## src/rtl/sop_coef_loader_if.sv

```systemverilog
// Coefficient-load bus between the config source and sop_coef_loader.
// Handshake: a word transfers on a rising clk edge where load_valid and
// load_ready are both high; load_ready depends only on registered state,
// so the source may hold load_valid/load_data until it sees load_ready.
interface sop_coef_loader_if #(
    parameter int width = 4
);
    logic             load_valid;
    logic             load_ready;
    logic [width:0]   load_data;
    logic             load_first;
    logic             abort;
    logic             sample_en;
    logic [width:0]   c0;
    logic [width:0]   c1;
    logic [width:0]   c2;
    logic [width:0]   c3;
    logic             coef_valid;
    logic             coef_update;
    logic             pending;
    logic [1:0]       dbg_state;

    modport master (
        output load_valid, load_data, load_first, abort, sample_en,
        input  load_ready, c0, c1, c2, c3, coef_valid, coef_update, pending, dbg_state
    );

    modport slave (
        input  load_valid, load_data, load_first, abort, sample_en,
        output load_ready, c0, c1, c2, c3, coef_valid, coef_update, pending, dbg_state
    );
endinterface

```

## src/rtl/sop_coef_loader.sv

```systemverilog
// Collects four coefficient words into shadow registers and commits the
// whole set to the filter's c0..c3 on a sample boundary, so the filter
// never sees a partially updated set.
module sop_coef_loader #(
    parameter int width = 4
) (
    input  logic                CLK,
    input  logic                RESET,
    sop_coef_loader_if.slave    bus
);
    localparam int cw = width + 1;

    typedef enum logic [1:0] {
        IDLE = 2'd0,
        LOAD = 2'd1,
        PEND = 2'd2
    } state_t;

    state_t          state;
    state_t          state_next;
    logic [1:0]      idx;
    logic [1:0]      idx_next;
    logic [1:0]      wr_idx;
    logic            shadow_we;
    logic            commit;
    logic [cw-1:0]   shadow [4];
    logic [cw-1:0]   coef [4];
    logic            coef_valid;
    logic            coef_update;

    // State and write index register; IDLE lasts exactly one cycle after reset.
    always_ff @(posedge CLK or posedge RESET) begin
        if (RESET) begin
            state <= IDLE;
            idx   <= 2'd0;
        end else begin
            state <= state_next;
            idx   <= idx_next;
        end
    end

    // Next state, shadow write strobe and commit decision; abort beats everything.
    always_comb begin
        state_next = state;
        idx_next   = idx;
        shadow_we  = 1'b0;
        commit     = 1'b0;
        wr_idx     = bus.load_first ? 2'd0 : idx;
        case (state)
            IDLE: begin
                state_next = LOAD;
                idx_next   = 2'd0;
            end
            LOAD: begin
                if (bus.abort) begin
                    idx_next = 2'd0;
                end else if (bus.load_valid) begin
                    shadow_we = 1'b1;
                    if (wr_idx == 2'd3) begin
                        state_next = PEND;
                        idx_next   = 2'd0;
                    end else begin
                        idx_next = wr_idx + 2'd1;
                    end
                end
            end
            PEND: begin
                if (bus.abort) begin
                    state_next = LOAD;
                    idx_next   = 2'd0;
                end else if (bus.sample_en) begin
                    commit     = 1'b1;
                    state_next = LOAD;
                end
            end
            default: begin
                state_next = IDLE;
                idx_next   = 2'd0;
            end
        endcase
    end

    // Shadow capture of accepted words.
    always_ff @(posedge CLK or posedge RESET) begin
        if (RESET) begin
            for (int i = 0; i < 4; i++) shadow[i] <= '0;
        end else if (shadow_we) begin
            shadow[wr_idx] <= bus.load_data;
        end
    end

    // Atomic commit of the shadow set to the active coefficients.
    always_ff @(posedge CLK or posedge RESET) begin
        if (RESET) begin
            for (int i = 0; i < 4; i++) coef[i] <= '0;
            coef_valid  <= 1'b0;
            coef_update <= 1'b0;
        end else begin
            coef_update <= commit;
            if (commit) begin
                for (int i = 0; i < 4; i++) coef[i] <= shadow[i];
                coef_valid <= 1'b1;
            end
        end
    end

    assign bus.load_ready  = (state == LOAD);
    assign bus.pending     = (state == PEND);
    assign bus.c0          = coef[0];
    assign bus.c1          = coef[1];
    assign bus.c2          = coef[2];
    assign bus.c3          = coef[3];
    assign bus.coef_valid  = coef_valid;
    assign bus.coef_update = coef_update;
    assign bus.dbg_state   = state;
endmodule

```

## src/flat_wrapper.sv

```systemverilog
// flat-port wrapper written by rule: the top's interface ports become plain ports
module sop_coef_loader_flat 
#(
    parameter int width = 4
)
  (CLK, RESET, bus_load_valid, bus_load_data, bus_load_first, bus_abort, bus_sample_en, bus_load_ready, bus_c0, bus_c1, bus_c2, bus_c3, bus_coef_valid, bus_coef_update, bus_pending, bus_dbg_state);
  sop_coef_loader_if #(.width(width)) bus_i ();
  input  logic CLK;
  input  logic RESET;
  input wire logic [$bits(bus_i.load_valid)-1:0] bus_load_valid;
  input wire logic [$bits(bus_i.load_data)-1:0] bus_load_data;
  input wire logic [$bits(bus_i.load_first)-1:0] bus_load_first;
  input wire logic [$bits(bus_i.abort)-1:0] bus_abort;
  input wire logic [$bits(bus_i.sample_en)-1:0] bus_sample_en;
  output wire logic [$bits(bus_i.load_ready)-1:0] bus_load_ready;
  output wire logic [$bits(bus_i.c0)-1:0] bus_c0;
  output wire logic [$bits(bus_i.c1)-1:0] bus_c1;
  output wire logic [$bits(bus_i.c2)-1:0] bus_c2;
  output wire logic [$bits(bus_i.c3)-1:0] bus_c3;
  output wire logic [$bits(bus_i.coef_valid)-1:0] bus_coef_valid;
  output wire logic [$bits(bus_i.coef_update)-1:0] bus_coef_update;
  output wire logic [$bits(bus_i.pending)-1:0] bus_pending;
  output wire logic [$bits(bus_i.dbg_state)-1:0] bus_dbg_state;
  assign bus_i.load_valid = bus_load_valid;
  assign bus_i.load_data = bus_load_data;
  assign bus_i.load_first = bus_load_first;
  assign bus_i.abort = bus_abort;
  assign bus_i.sample_en = bus_sample_en;
  assign bus_load_ready = bus_i.load_ready;
  assign bus_c0 = bus_i.c0;
  assign bus_c1 = bus_i.c1;
  assign bus_c2 = bus_i.c2;
  assign bus_c3 = bus_i.c3;
  assign bus_coef_valid = bus_i.coef_valid;
  assign bus_coef_update = bus_i.coef_update;
  assign bus_pending = bus_i.pending;
  assign bus_dbg_state = bus_i.dbg_state;
  sop_coef_loader #(.width(width)) u_core (.CLK(CLK), .RESET(RESET), .bus(bus_i));
endmodule
```

## config.mk

```make
export PLATFORM = sky130hd
export DESIGN_NAME = sop_coef_loader_flat
export DESIGN_NICKNAME = d
export VERILOG_FILES = /design/src/rtl/sop_coef_loader_if.sv /design/src/rtl/sop_coef_loader.sv /design/src/flat_wrapper.sv
export SDC_FILE = /design/constraint.sdc
export NUM_CORES = 1
export LEC_CHECK = 0
export BUFFER_PORTS_ARGS = -buffer_cell sky130_fd_sc_hd__buf_4
export CAP_MARGIN = 20
export CORE_MARGIN = 5
export CORE_UTILIZATION = 42
export DETAILED_ROUTE_END_ITERATION = 8
export HOLD_SLACK_MARGIN = 0.05
export PLACE_DENSITY = 0.75
export SLEW_MARGIN = 25
export SYNTH_ARGS = -nofsm -noshare
export SYNTH_HDL_FRONTEND = slang
export SYNTH_SLANG_ARGS = --single-unit
```

## constraint.sdc

```tcl
create_clock -name CLK -period 2.61 [get_ports CLK]
set_input_delay 0 -clock CLK [delete_from_list [all_inputs] [get_ports CLK]]
set_output_delay 0 -clock CLK [all_outputs]
set_load 0.03 [all_outputs]
```

==> summary.md, run 1 <==
Dividing the detail-routed via count by the number of cells gives 5.06. STA classifies the critical path startpoint as a register. The most common cell in the synthesized netlist is dfrtp_1. The final count of hold timing violations was 0. The synthesized netlist occupies a cell area of 0.00195 mm^2. Area share of the leading cell type in the synthesized netlist: 0.591. The run gives 0 as the number of max-slew violations in the final report. The tools report the number of buffers inserted during clock tree synthesis as 5.

The clock period could shrink to 1.69 ns. The run gives 23 as the number of distinct library cells after synthesis. The net count after synthesis is 130. The antenna diode instance count came out at 0.

The path type of the worst min-delay path was input port to register. In the routed design, unresolved DRC markers number 0. For this design the top-level I/O count stands at 37. The data required time at the worst endpoint is 2.79 ns, and the cell count after placement is 203. The total routed wire length on the met1 layer came out at 1.63 mm. Proportion of total power due to net switching: 0.230.

For the number of global-route vias before repair, the log shows 1220. Static timing analysis puts the maximum clock frequency at 592 MHz. The Yosys step of the flow raised 0 warnings. Setup repair after global routing left no endpoint under its margin.

The fraction of registers with async set or reset after synthesis works out to 1.00. The highest metal layer carrying signal wires in the routed design is met4. For this design the static power due to leakage is 1.18 nW. The sequential area share after synthesis came out at 0.591.

Cell-internal power: 1.09 mW. The buffer count from post-CTS setup fixing is 0. The worst hold path begins at bus_sample_en. The floorplan has 24 rows.

From synthesis to final layout, the design area changed by 23.4%. The largest vdd supply drop was 0.265 mV; the total negative slack was 0 ns. Post-CTS repair changed the size of 0 cells. By startpoint and endpoint, the worst setup path is classified as register to register. At the later pin of the worst-skew pair, clock insertion delay measures 0.29 ns.

Met3 wirelength from detailed routing: 205 um. The final worst-path cycle share is 0.647, and the power share of the sequential group is 0.585. The fraction of power consumed by combinational cells came out at 0.101.

The synthesized design contains 46 register bits. The logs give 178 for the number of nets at the end of the flow and 0 for the residual antenna-violating net count after detailed routing. The path with the worst hold slack has its endpoint at u_core.bus.dbg_state[0]$_DFFE_PP0P_. The congestion estimate from routability-driven global placement came to 0.824.

In this run the critical register-to-register path is launched from u_core.bus.dbg_state[1]$_DFFE_PP0P_. The worst reg-to-reg setup slack was 0.92 ns. The switching power of the nets is 326 uW.

The logs give 0 for the max capacitance violation total and 118 for the number of instances in the synthesized netlist. The global-route wire length before repair came out at 6.38 mm. The run finished with clean final reports.

The cell type contributing the most total cell area after synthesis was dfrtp_1. The headroom to the max-slew limit came out at 0.517. In the synthesized netlist the dominant register cell turns out to be dfrtp_1. For the initial standard-cell utilization of the core, the log shows 0.441. Counting every sink on the clock net gives 46. Summed over all layers, the routed wires come to 3.65 mm.

The worst register-to-register path has a depth of 3. The placed instances occupy a cell area of 0.00223 mm^2. TritonCTS built the clock tree.

The final global-route overflow total is 0. Layout cell share with drive strength beyond 1: 0.551. The number of endpoints failing setup at the final stage is 0. The CTS clock-pin slew for the worst setup and hold paths was 0.08 ns. After the first detailed-routing iteration, the DRC count stood at 50. The run gives 0.314 as the clock network power share. Sorting the synthesized cells by area gives the leading types as dfrtp_1, mux2_4, mux2_2. The initial antenna violation count was 0; the actual transition at the worst max-transition pin was 0.720 ns.

The total die area is 0.00610 mm^2, and the signal arrival time at the worst endpoint is 1.87 ns. Input and output buffers added on the ports amount to 36. CTS built an H-tree with a depth of 2. The cell sitting at the root of the clock tree is a clkbuf_8.

Measured along the x axis, the die boundary spans 78.1 um. The detail-routed net length per standard cell was 16.7 um. By count the netlist is led by dfrtp_1, mux2_4, mux2_2. Before antenna repair, the detailed router went through 4 iterations.

The post-DP HPWL is 2.59 mm. The cell area after layout came out at 0.00240 mm^2. The clock passes through at most 2 buffers.

The reg-to-reg endpoint was u_core.shadow[2]$_DFFE_PP0P_. The synthesized design contains 0 enable-type register cells. Entering global routing, the biggest net connects 27 pins. In this run the mean area of a mapped cell was 16.5 um^2. Counting instances, the worst hold path has a depth of 3. In this run the standard cell core region covers 0.00441 mm^2. The power density over cell area is 588 mW/mm^2, and the count of vias placed by the detailed router is 1109. Leaving out filler cells and counting taps, the final layout contains 219. The total routing resource utilization after global routing is 0.133, and the total met2 wirelength after detailed routing is 1.80 mm. STA classifies the critical path endpoint as a register. For the final database, setup skew stands at 0.00382 ns. The run gives 8 as the number of buffers inserted for hold repair after clock tree synthesis. The overall die height was 78.1 um. The largest driver fanout on the critical path works out to 7.
## metrics by stage
step	setup slack [ns]	hold slack, ns	utilization	total power, mW
after floorplan	0.828	0.0631	-	0.926
after global placement	0.987	0.0513	0.505	0.965
after detailed placement	0.951	0.0683	0.505	0.979
after CTS	0.930	0.0557	0.545	1.43
after global routing	0.866	0.0563	0.545	1.49
final	0.920	0.0563	0.545	1.41
## metal layers
layer / GRT usage / vias to the layer above
li1: - / 510
met1: 0.167 / 565
met2: 0.213 / 32
met3: 0.0538 / 2
met4: 0.0355 / 0
met5: 0 / -
## worst max-delay path, stage by stage, from the launching register on
cell,delay [ns]
dfrtp_1,0.45
and4bb_4,0.36
and3_1,0.43
mux2_4,0.34
## power by group through the flow
stage	combinational, mW	sequential [mW]	clock (mW)
after floorplan	0.0988	0.827	0
after global placement	0.128	0.837	0
after detailed placement	0.136	0.843	0
after CTS	0.147	0.828	0.456
after global routing	0.161	0.835	0.490
final	0.143	0.826	0.444
## area by class of cell
| cell class | count | area, um^2 |
|---|---|---|
| Fill cell | 361 | 2010 |
| Sequential cell | 46 | 1150 |
| Multi-Input combinational cell | 65 | 723 |
| Timing Repair Buffer | 45 | 358 |
| Clock buffer | 6 | 82.6 |
| Tap cell | 52 | 65.1 |
| Clock inverter | 2 | 12.5 |
| Inverter | 3 | 11.3 |
## sequential cells by signal, summed over array words and instances, names as in the netlist, 2 cells and up
signal	flops
u_core.bus.c1	5
u_core.bus.c3	5
u_core.bus.c0	5
u_core.shadow	20
u_core.bus.c2	5
u_core.idx	2
u_core.bus.dbg_state	2
## how the worst max path moves through the flow
| stage | from | cells after the start | endpoint |
|---|---|---|---|
| floorplan | u_core.bus.dbg_state[1]$_DFFE_PP0P_ | 5 | u_core.bus.c0[1]$_DFFE_PP0P_ |
| global placement | u_core.bus.dbg_state[1]$_DFFE_PP0P_ | 3 | u_core.shadow[3]$_DFFE_PP0P_ |
| detailed placement | u_core.bus.dbg_state[1]$_DFFE_PP0P_ | 3 | u_core.shadow[3]$_DFFE_PP0P_ |
| CTS | u_core.bus.dbg_state[1]$_DFFE_PP0P_ | 3 | u_core.shadow[2]$_DFFE_PP0P_ |
| global route | u_core.bus.dbg_state[1]$_DFFE_PP0P_ | 3 | u_core.shadow[3]$_DFFE_PP0P_ |
| finish | u_core.bus.dbg_state[1]$_DFFE_PP0P_ | 3 | u_core.shadow[2]$_DFFE_PP0P_ |
## cell usage in the layout, fill, tap and decap left out, drive strengths merged
| master | instances |
|---|---|
| dfrtp | 46 |
| mux2 | 40 |
| or2 | 1 |
| nor2 | 2 |
| a41o | 1 |
| a21o | 1 |
| inv | 2 |
| a21oi | 2 |
| o211ai | 2 |
| clkinv | 2 |
| nand3b | 3 |
| and3 | 2 |
| o21ai | 1 |
| buf | 37 |
| and4bb | 1 |
| nor2b | 3 |
| clkbuf | 6 |
| clkinvlp | 1 |
| nand2 | 3 |
| a22oi | 1 |
| ha | 1 |
| and2b | 1 |
| dlygate4sd3 | 8 |
## kinds of logic (layout without fill, tap and decap cells)
kind of cell / count (synthesis) / in the layout / share of synthesized area
compound gates: 8 / 8 / 0.0295
fa+ha+maj: 1 / 1 / 0.00642
buf+inv: 7 / 56 / 0.0379
flops: 46 / 46 / 0.591
mux: 40 / 40 / 0.276
simple gates: 16 / 16 / 0.0597
Note: power is estimated with default switching activity, not from simulation.
==> inputs of run 2 (changes only) <==
- clock period: 2.61 -> 1.7 ns (I/O delays scaled with it)
==> summary.md, run 2 (synthesis gave the netlist of run 1 again) <==
The startpoint type of the worst setup path was a register. The tools report the clock network power share as 0.292. The tools report the number of I/O pins as 37. The tools report the area inside the core boundary as 0.00441 mm^2. The top cell types in the final layout, fill and taps aside, are dfrtp_1, buf_4, mux2_4. The final count of hold timing violations is 0. Counting the buffers created by CTS gives 5. The headroom to the max-slew limit came out at 0.535. Static timing analysis puts the maximum clock frequency at 620 MHz. In this run the worst path has a maximum fanout of 22. The number of clock sinks is 46, and the count of vias placed by the detailed router is 1123.

Across the routed clock network, the largest skew measured is 0.00347 ns. For this run, design rule violations remaining after detail routing come to 0. Leaving out fill and tap cells, the most frequent cell in the layout is dfrtp_1. The clock latency reported for the late side of the worst-skew pair was 0.29 ns. The synthesis-to-finish area growth was 24.1%; the cell-internal power was 1.62 mW. Summing internal, switching and leakage power gives 2.11 mW. The time the worst path needs with I/O delays and setup is 1.61 ns, and the fraction of power consumed by combinational cells is 0.106. Path type of the worst min-delay path: input port to register. The flip-flop count of the largest register, all copies and words added came out at 20.

The final worst-path cycle share is 0.949, and the routed wire length is 3.57 mm. The number of detailed-routing iterations run before antenna repair came out at 4. The floorplan step set the die height to 78.1 um. The run gives 1.88 ns as the data required time at the worst endpoint. The initial standard-cell utilization of the core is 0.441. The critical path goes through nor2b_4, and3_4, mux2_2.

The critical path endpoint category was a register. Number of global-route vias before repair: 1205. The worst hold path stage count was 4; the detail-routed via count per cell was 5.08. The total stage count of the critical path is 3. The number of buffers and inverters on the critical path is 0. TritonCTS built the clock tree.

Setup repair after global routing left no endpoint under its margin. The flow ran to the end, and the final reports show no timing, DRC or antenna violations. The proportion of total power due to net switching is 0.229. Entering global routing, the biggest net connects 23 pins. Setup violations remaining at the end of the flow were counted as 0.

The clock passes through at most 2 buffers. Buffers added to address setup during post-CTS repair amount to 0. The cell sitting at the root of the clock tree is a clkbuf_8. The post-DP HPWL was 2.58 mm.

The critical path is of the register to register type. During placement, the flow inserted port buffers numbering 36. At the pin with the least slew margin, the transition time is 0.693 ns.

The net count of the finished layout is 181. Cell with the biggest individual delay on the critical path: and3_4. The routability congestion estimate is 0.824, and the antenna diode instance count is 0. Power spread over the standard cell area amounts to 871 mW/mm^2. The run gives 0 ns as the total negative slack. In the final routed layout, each cell accounts on average for 16.1 um. The biggest cell delay along the critical path was 0.48 ns; the total die area was 0.00610 mm^2.

The total routing resource utilization after global routing was 0.122; the initial antenna violation count was 0. Global routing finished with a remaining overflow of 0. Register name with the most flops: u_core.shadow.

The row count is 24. Counting cells, the worst reg-to-reg path comes to 3. For this design the total switching power over the nets is 481 uW. The tools report the max capacitance violation total as 0. The largest vdd supply drop was 0.461 mV; the number of max-slew violations in the final report was 0.

Summed over all cells, the static leakage comes to 1.19 nW. The die is 78.1 um wide. DRC violation total after the first TritonRoute iteration: 54. The layout cell share with drive strength beyond 1 is 0.568. The logs give 0 for the residual antenna-violating net count after detailed routing and 2 for the depth of the CTS H-tree. The power share of the sequential group is 0.602. Among cell families on the critical path, the largest total delay comes from simple AND/OR/NAND/NOR gates. The CTS clock-pin slew for the worst setup and hold paths is 0.07 ns, and the global-route wire length before repair is 5.97 mm.

The signal arrival time at the worst endpoint is 1.80 ns.
[run 2: layer usage]
layer / wire (um) / share of wire / global-route usage
met5: 0 / 0 / 0
met4: 26 / 0.0073 / 0.0203
met3: 227 / 0.064 / 0.0458
met2: 1720 / 0.48 / 0.197
met1: 1590 / 0.45 / 0.161
[run 2: metrics by stage]
step                area [um^2]  hold slack, ns  utilization  instances  setup slack, ns
floorplan                  1950          0.0631            -        118          0.00337
global placement           2240          0.0495        0.509        205           0.0669
detailed placement         2240          0.0545        0.509        205           0.0240
CTS                        2410           0.156        0.547        221          0.00865
global route               2420           0.223        0.548        221          0.00590
finish                     2420           0.181        0.548        221           0.0875
[run 2: what timing repair did]
action / 4_1_cts / 5_1_grt
endpoints found under the setup margin: 0 / 9
hold buffers: 9 / 0
resized for setup: 0 / 2
hold endpoints to repair: 41 / 0
[run 2: power groups by stage]
| stage | clock network (mW) | registers [mW] | logic [mW] |
|---|---|---|---|
| 2_1_floorplan | 0 | 1.27 | 0.152 |
| 3_3_place_gp | 0 | 1.29 | 0.201 |
| 3_5_place_dp | 0 | 1.29 | 0.210 |
| 4_1_cts | 0.641 | 1.27 | 0.228 |
| 5_1_grt | 0.679 | 1.28 | 0.253 |
| 6_report | 0.614 | 1.27 | 0.224 |
[run 2: area by class of cell]
| class | instances | area (um^2) |
|---|---|---|
| flip-flops and latches | 46 | 1150 |
| fillers | 366 | 2000 |
| multi-input cells | 65 | 727 |
| inverters | 3 | 11.3 |
| well taps | 52 | 65.1 |
| clock buffers | 5 | 68.8 |
| repair buffers | 48 | 383 |
| clock inverters | 2 | 10.0 |
[run 2: final timing paths]
path	end	from	slack (ns)
min	u_core.idx[0]$_DFFE_PP0P_	bus_load_first	0.18
max	u_core.bus.c2[4]$_DFFE_PP0P_	u_core.bus.dbg_state[0]$_DFFE_PP0P_	0.09
min reg2reg	u_core.bus.coef_valid$_DFFE_PP0P_	u_core.bus.coef_valid$_DFFE_PP0P_	0.48
max in group asynchronous	u_core.shadow[6]$_DFFE_PP0P_	RESET	0.83
max reg2reg	u_core.bus.c2[4]$_DFFE_PP0P_	u_core.bus.dbg_state[0]$_DFFE_PP0P_	0.09
min in group asynchronous	u_core.bus.c3[0]$_DFFE_PP0P_	RESET	0.29
[run 2: worst register-to-register path, stage by stage (launching register included)]
cell and delay [ns]:
dfrtp_1 0.46, nor2b_4 0.18, and3_4 0.48, mux2_2 0.39
==> inputs of run 3 (changes only) <==
- clock period: 1.7 -> 1.6 ns (I/O delays scaled with it)
==> summary.md, run 3 (synthesis gave the netlist of run 1 again) <==
The run finished with clean final reports. Final setup skew: 0.00672 ns. Final global-route overflow total: 0. STA classifies the critical path endpoint as a register.

The logs give 1268 for the number of global-route vias before repair and 43 for the DRC violation total after the first TritonRoute iteration. In this run the remaining antenna-violating nets after routing total 0. The cell count after placement is 206, and the detail-routed via count per cell is 5.01.

The synthesis-to-finish area growth was 28.0%. Summed over all failing endpoints, the final setup total negative slack is 0 ns. Setup violations remaining at the end of the flow were counted as 0. For the count of vias placed by the detailed router, the log shows 1122. Excluding fillers, the count of instances in the completed layout stands at 224. TritonCTS built the clock tree. The library cell used most frequently in the layout, excluding fill and tap cells, is dfrtp_1. The pin count of the biggest net entering global routing was 26.

By startpoint and endpoint, the worst setup path is classified as register to register. CTS saw 46 sinks. The tools report the routability congestion estimate as 0.822. The power density over cell area was 991 mW/mm^2. The final worst-path cycle share works out to 0.960. After detailed routing, the total wire length is 3.92 mm. Root buffer cell: clkbuf_8. The startpoint of the worst register-to-register path was u_core.bus.dbg_state[1]$_DFFE_PP0P_. The run gives 0 as the antenna diode instance count. For the worst reg-to-reg setup slack, the log shows 0.06 ns.

Setup repair after global routing left no endpoint under its margin. The row count came out at 24. In this run the count of I/O pins placed on the die edge is 37. The overall die height is 78.1 um, and the headroom to the max-slew limit is 0.441.

In this run the static leakage power is 1.22 nW. The total die area was 0.00610 mm^2; the post-route DRC violation count was 0. The clock period could shrink to 1.54 ns.

The area inside the core boundary was 0.00441 mm^2; the buffer levels on the longest clock path was 2. Leaving out fill and tap cells, the most frequent cells in the layout are dfrtp_1, buf_4, mux2_4. The logs give 0.136 for the total routing resource utilization after global routing and 183 for the number of nets at the end of the flow. The first detailed-routing pass took 4 iterations. The count of buffers from port buffering is 36, and the detail-routed net length per standard cell is 17.5 um.

At the later pin of the worst-skew pair, clock insertion delay measures 0.30 ns. The number of cells on the worst reg-to-reg path is 4. The chip width came out at 78.1 um.

The largest driver fanout on the critical path works out to 5. The path with the worst hold slack has its endpoint at u_core.idx[0]$_DFFE_PP0P_. Layout cell share with drive strength beyond 1: 0.581. The actual transition at the worst max-transition pin is 0.834 ns, and the total cell area at the placement stage is 0.00228 mm^2. The worst register-to-register path ends at u_core.shadow[4]$_DFFE_PP0P_.

Before CTS, the worst setup slack after placement is -0.0434 ns. The number of buffers inserted during clock tree synthesis was 5; the max capacitance violation total was 0. The post-DP HPWL came out at 2.71 mm. IR analysis of the VDD net gives a maximum drop of 0.445 mV.

Setup slack on the critical path of the routed design comes to 0.0647 ns. The finished cells cover 0.00249 mm^2. The tools report the global-route wire length before repair as 6.51 mm. The tools report the final-layout worst hold slack as 0.149 ns.

The final core area utilization was 0.565. The final count of hold timing violations came out at 0. For the number of max-slew violations in the final report, the log shows 0.

Along the worst hold path, the cell count comes to 4. The hold path startpoint is bus_load_first. The initial standard-cell utilization of the core was 0.441.

STA classifies the critical path startpoint as a register. Depth of the CTS H-tree: 2. Clock-pin slew was measured on the worst setup and hold paths at 0.08 ns. The register with the most flip-flops in the final layout is u_core.shadow. The completed layout was analyzed and its total power is 2.47 mW. The data required time at the worst endpoint was 1.79 ns.

The register with the most flip-flops in the layout has 20 of them. The worst hold path belongs to the class input port to register. The initial antenna violation count is 0. Signal arrival time at the worst endpoint: 1.72 ns. For this run, the top clock speed supported by timing is 651 MHz.
## run 3: cell count changes in the layout (fill, tap and decap cells not counted), sizes merged
cell    change
inv         +1
clkinv      -1
bufinv      +1
buf         +1
and3        +1
## run 3: cell type report
cell class,instances,area (um^2)
well taps,52,65.1
clock inverters,3,43.8
flip-flops and latches,46,1150
clock buffers,5,68.8
fillers,355,1920
repair buffers,49,415
multi-input cells,66,736
inverters,3,11.3
## run 3: routing by layer
metal,wire (um),track usage
met4,38,0.0405
met2,1990,0.224
met3,197,0.0469
met1,1700,0.169
met5,0,0
## run 3: power by group
part / internal, mW / switching (mW) / total, mW
Sequential: 1.28 / 0.0702 / 1.35
Clock: 0.468 / 0.404 / 0.872
Combinational: 0.155 / 0.0921 / 0.247
## run 3: worst max-delay path by stage
stage                                          to  cells past startpoint                           startpoint
floorplan            u_core.bus.c0[1]$_DFFE_PP0P_                      5  u_core.bus.dbg_state[1]$_DFFE_PP0P_
global placement    u_core.shadow[14]$_DFFE_PP0P_                      5            u_core.idx[1]$_DFFE_PP0P_
detailed placement  u_core.shadow[14]$_DFFE_PP0P_                      5            u_core.idx[1]$_DFFE_PP0P_
CTS                  u_core.bus.c0[3]$_DFFE_PP0P_                      3  u_core.bus.dbg_state[0]$_DFFE_PP0P_
global route         u_core.bus.c1[3]$_DFFE_PP0P_                      3  u_core.bus.dbg_state[0]$_DFFE_PP0P_
finish               u_core.shadow[4]$_DFFE_PP0P_                      4  u_core.bus.dbg_state[1]$_DFFE_PP0P_
## run 3: worst max-delay path, stage by stage, from the launching register on
cell	delay [ns]
dfrtp_2	0.42
and4bb_4	0.33
and3_1	0.24
buf_12	0.14
mux2_4	0.29
## run 3: what timing repair did
item,CTS,global route
hold endpoints to repair,44,0
pin swaps,0,1
cloned,0,1
setup buffers,0,0
hold buffers,9,0
setup endpoints to repair,5,23
gates resized for setup,1,1
